[config.mk]
export PLATFORM = sky130hd
export DESIGN_NAME = serial_frame_tx
export DESIGN_NICKNAME = d
export VERILOG_FILES = /design/src/rtl/serial_frame_tx.sv
export SDC_FILE = /design/constraint.sdc
export NUM_CORES = 1
export LEC_CHECK = 0
export ABC_AREA = 1
export CORE_MARGIN = 2
export CORE_UTILIZATION = 45
export DETAILED_ROUTE_END_ITERATION = 10
export GPL_TIMING_DRIVEN = 0
export PLACE_DENSITY_LB_ADDON = 0.08
export SYNTH_ARGS = -nofsm -noshare
export SYNTH_HDL_FRONTEND = slang
export SYNTH_SLANG_ARGS = --single-unit
export TNS_END_PERCENT = 30
[constraint.sdc]
create_clock -name CLK -period 1.6 [get_ports CLK]
set_input_delay 0.4 -clock CLK [delete_from_list [all_inputs] [get_ports CLK]]
set_output_delay 0.4 -clock CLK [all_outputs]
set_load 0.005 [all_outputs]
[src/rtl/serial_frame_tx.sv]
// Framed serialiser feeding the 4-stage shift chain: start(1), WIDTH data bits LSB first,
// optional parity, stop(0). A one-word holding buffer lets frames run back to back.
module serial_frame_tx #(
  parameter int WIDTH     = 8,
  parameter int PARITY_EN = 1,
  parameter int ODD       = 0
) (
  input  logic             CLK,
  input  logic             RES,
  input  logic [WIDTH-1:0] in_data,
  input  logic             in_valid,
  output logic             in_ready,
  output logic             sout,
  output logic             busy,
  output logic             frame_done,
  output logic [2:0]       dbg_state
);

  // Handshake: a word moves on the falling CLK edge where in_valid && in_ready are both high;
  // in_valid may drop at any time and in_data is don't-care whenever no transfer happens.

  typedef enum logic [2:0] {IDLE, START, DATA, PARITY, STOP} state_t;

  localparam int         CW      = $clog2(WIDTH);
  localparam logic [CW-1:0] LAST = CW'(WIDTH - 1);
  localparam logic       ODD_BIT = (ODD != 0);

  state_t           state, state_d;
  logic [WIDTH-1:0] shreg, shreg_d;
  logic [WIDTH-1:0] hold, hold_d;
  logic             hold_full, hold_full_d;
  logic             par, par_d;
  logic [CW-1:0]    cnt, cnt_d;
  logic             sout_d;
  logic             accept, take_direct;

  assign in_ready    = ~hold_full & ~RES;
  assign accept      = in_valid & in_ready;
  // A word bypasses the buffer only when the shifter is free at this very edge.
  assign take_direct = accept & ((state == IDLE) | (state == STOP));
  assign busy        = (state != IDLE);
  assign frame_done  = (state == STOP);
  assign dbg_state   = state;

  always_comb begin
    state_d     = state;
    shreg_d     = shreg;
    hold_d      = hold;
    hold_full_d = hold_full;
    par_d       = par;
    cnt_d       = cnt;
    if (accept && !take_direct) begin
      hold_d      = in_data;
      hold_full_d = 1'b1;
    end
    case (state)
      IDLE: begin
        if (take_direct) begin
          state_d = START;
          shreg_d = in_data;
          par_d   = (^in_data) ^ ODD_BIT;
        end
      end
      START: begin
        state_d = DATA;
        cnt_d   = '0;
      end
      DATA: begin
        if (cnt == LAST) begin
          state_d = (PARITY_EN != 0) ? PARITY : STOP;
        end else begin
          cnt_d   = cnt + 1'b1;
          shreg_d = shreg >> 1;
        end
      end
      PARITY: state_d = STOP;
      STOP: begin
        // Parity is taken from the word as it enters the shifter, never from shifted bits.
        if (hold_full) begin
          state_d     = START;
          shreg_d     = hold;
          par_d       = (^hold) ^ ODD_BIT;
          hold_full_d = 1'b0;
        end else if (take_direct) begin
          state_d = START;
          shreg_d = in_data;
          par_d   = (^in_data) ^ ODD_BIT;
        end else begin
          state_d = IDLE;
        end
      end
      default: state_d = IDLE;
    endcase

    case (state_d)
      START:   sout_d = 1'b1;
      DATA:    sout_d = shreg_d[0];
      PARITY:  sout_d = par_d;
      default: sout_d = 1'b0;
    endcase
  end

  // Falling-edge flops to line up with the downstream shift chain.
  always_ff @(negedge CLK or posedge RES) begin
    if (RES) begin
      state     <= IDLE;
      shreg     <= '0;
      hold      <= '0;
      hold_full <= 1'b0;
      par       <= 1'b0;
      cnt       <= '0;
      sout      <= 1'b0;
    end else begin
      state     <= state_d;
      shreg     <= shreg_d;
      hold      <= hold_d;
      hold_full <= hold_full_d;
      par       <= par_d;
      cnt       <= cnt_d;
      sout      <= sout_d;
    end
  end

endmodule

==> key figures <==
Floorplan
  • Die X: slightly above 60 µm
  • Row cnt: 20
  • Num ports: 18
  • Die Span Y: ~60 µm
  • Die area: between 3000 and 4000 µm²
  • Initial core utilization: between 40% and 50%
  • Core footprint: 3103 µm²

STA
  • Fin. Hold Viols: 0
  • Max Slew Vio Count: 0
  • Setup ws final: -858.8 ps
  • Clk_skew: between 2 and 2.5 ps
  • RSZ-0062 raised after global routing: yes
  • Setup TNS: -12040 ps
  • # setup viols final: 28
  • Max_slew headroom: approximately 63%
  • Worst-Margin Slew: about 560 ps

Finish
  • FILL cells: about 270
  • Design area: 2097 µm²
  • Final Core Density: between 60% and 70%
  • Area grow syn2layout: 41.43%
  • Layout cells sized above 1: 37.31%
  • Multi-input gate area: slightly below 900 µm²
  • Final nets: ~270
  • N_diodes: 0
  • Final Non-Filler Cells: between 300 and 400
  • Storage cell area: between 600 and 700 µm²

Setup path
  • Cell Chain, Critical Path: buf_6 > nor2_4 > inv_4 > nor2_4 > inv_1 > buf_2
  • Crit path max fanout: 3
  • Crit-path max cell delay: 380 ps
  • CP max stage cell: dfrtn_1
  • Crit. End Element: primary output
  • Critical Path RT: between 1000 and 1500 ps
  • CP Buf/Inv Count: 4
  • Top delay family on crit path: flip-flops
  • CP Class: reg -> out
  • Critical Path AT: ~2100 ps
  • CP dominant cell by count: nor2_4
  • Startpoint Class: register

Drt
  • DR pass1 iterations: 4
  • Final wirelength: 3962 µm
  • Initial DRC count: 62
  • Antenna viol nets, final: 0
  • Vias: between 1500 and 2000
  • Avg WL per Cell: 13.03 µm
  • Drc violations: 0
  • Via density: between 4 and 5

Placed design
  • Hpwl dp: 2632 µm
  • Post-Place Cells: around 270
  • Buffers on Ports: 17
  • GP Congestion: 0.7478
  • Setup WS pre-CTS: -1249 ps
  • DP Area: 1734 µm²

Pwr
  • Peak supply drop: 0.0007151 V
  • Pleak: roughly 0.0011 µW
  • Cell Pwr Density: between 1500 and 2000 nW/µm²

Synth
  • Main flop type after synthesis: dfrtn_1
  • Synth Cell Area: 1483 µm²
  • Number of synthesized flops with an enable pin: 0
  • Most common cell in the netlist: nand2_1
  • Sequential element share of the synthesized area: a little over two fifths
  • Synth top cells by count: 85 x nand2_1, 31 x inv_1, 25 x dfrtn_1, 13 x nor2_1
  • Ys async rst share: between 90% and 100%
  • Mapped Avg Cell Area: between 6 and 7 µm²
  • Synth top area share: a little over two fifths
  • Area contributors post-synth: dfrtn_1 42%, nand2_1 22%, inv_1 7.8%
  • Seq cells post-synth: 25
  • Synth unique cells: 25
  • Mapped Nets: 226
  • Synth Warn #: 0
  • Dominant cell type by area after synthesis: dfrtn_1
  • Mapped Cells: around 210

CTS
  • Clock slew at reported path FFs: around 90 ps
  • Sink Count: 25
  • CTS tree: built
  • Clk_lat worst skew: between 300 and 400 ps
  • H-tree levels: 1
  • CTS buffer count: 3
  • Cts hold-fix bufs: 0
  • Bufs on Longest Clock Path: 2
  • Root buf cell: clkbuf_4

Run status
  • Failing checks: negative setup slack
  • Outcome: complete, but fails checks

Global routing
  • First-pass GRT wire length: 6334 µm
  • Vias in the first global route: approximately 1500
  • Global route total overflow: 0
  • Overall Global Routing Usage: about 23%
  • Largest net degree at the start of global routing: 26
  • Initial antenna violation count: 0

Worst hold path
  • Tightest Hold Check Type: reg -> reg

Flow run
  • Max-cap viol count: 0
-- final timing paths --
check                                         end  slack (ps)  cells after the start                    from
min in group asynchronous  dbg_state[2]$_DFF_NP0_         800                      2                     RES
hold / removal                 cnt[0]$_DFFE_NP0P_         450                      1      cnt[0]$_DFFE_NP0P_
max in group asynchronous     hold[4]$_DFFE_NP0P_         440                      2                     RES
setup / recovery                             busy        -860                      6  dbg_state[0]$_DFF_NP0_
hold reg to reg                cnt[0]$_DFFE_NP0P_         450                      1      cnt[0]$_DFFE_NP0P_
setup reg to reg                   sout$_DFF_NP0_        -230                     12  dbg_state[2]$_DFF_NP0_
-- per-stage QoR --
| stage | hold WS (ps) | power [µW] |
|---|---|---|
| floorplan | 408.9 | 2115 |
| CTS | 458.2 | 3159 |
| detailed placement | 452.0 | 2524 |
| global placement | 444.0 | 2439 |
| finish | 452.5 | 3399 |
| global route | 479.0 | 3679 |
-- state kept, by name, summed over array words and instances (netlist names) --
signal,flops
cnt,3
hold,8
sout,1
par,1
shreg,8
dbg_state,3
hold_full,1
-- power by group --
| part | switching, µW | internal (µW) | total (µW) |
|---|---|---|---|
| Sequential | 192 | 918 | 1110 |
| Combinational | 1120 | 881 | 2000 |
| Clock | 191 | 97.4 | 289 |
| Total | 1500 | 1900 | 3400 |
-- repair_timing --
item	CTS	global route
buffers inserted	21	7
pin swaps	15	16
gates cloned	0	0
gates resized for setup	98	32
endpoints found under the setup margin	52	30
-- cells by family after synthesis --
logic type / Yosys count / synth area share [%]
simple gates: 116 / 32.74
compound gates: 31 / 13.25
buf+inv: 39 / 10.13
fa+ha+maj: 2 / 1.687
flops: 25 / 42.19
-- final cells by class --
class / instances / share of cell area [%]
plain buffers: 1 / 0.7160
clock buffers: 4 / 1.253
inverters: 38 / 7.816
multi-input cells: 149 / 41.59
flip-flops and latches: 25 / 29.83
well taps: 44 / 2.625
repair buffers: 43 / 16.17
-- cell usage in the layout, fill, tap and decap left out, types with 5 or more instances in the layout --
| master | n |
|---|---|
| nand2_1 | 74 |
| dfrtn_1 | 25 |
| inv_1 | 22 |
| buf_4 | 18 |
| buf_2 | 12 |
| inv_2 | 11 |
| nor2_1 | 11 |
| nand2_2 | 10 |
| buf_6 | 10 |
| nand3_1 | 8 |
| o21ai_1 | 7 |
| nor2_4 | 5 |
| o21ai_2 | 5 |
-- metal layers --
layer | share of wire (%) | global-route usage [%] | up-vias
met2 | 54 | 42.10 | 23
met3 | 2.6 | 2.101 | 8
met4 | 1.4 | 6.079 | 0
met5 | 0 | 0 | -
li1 | - | - | 775
met1 | 42 | 28.69 | 702
Power figures use the tool's default switching activity.
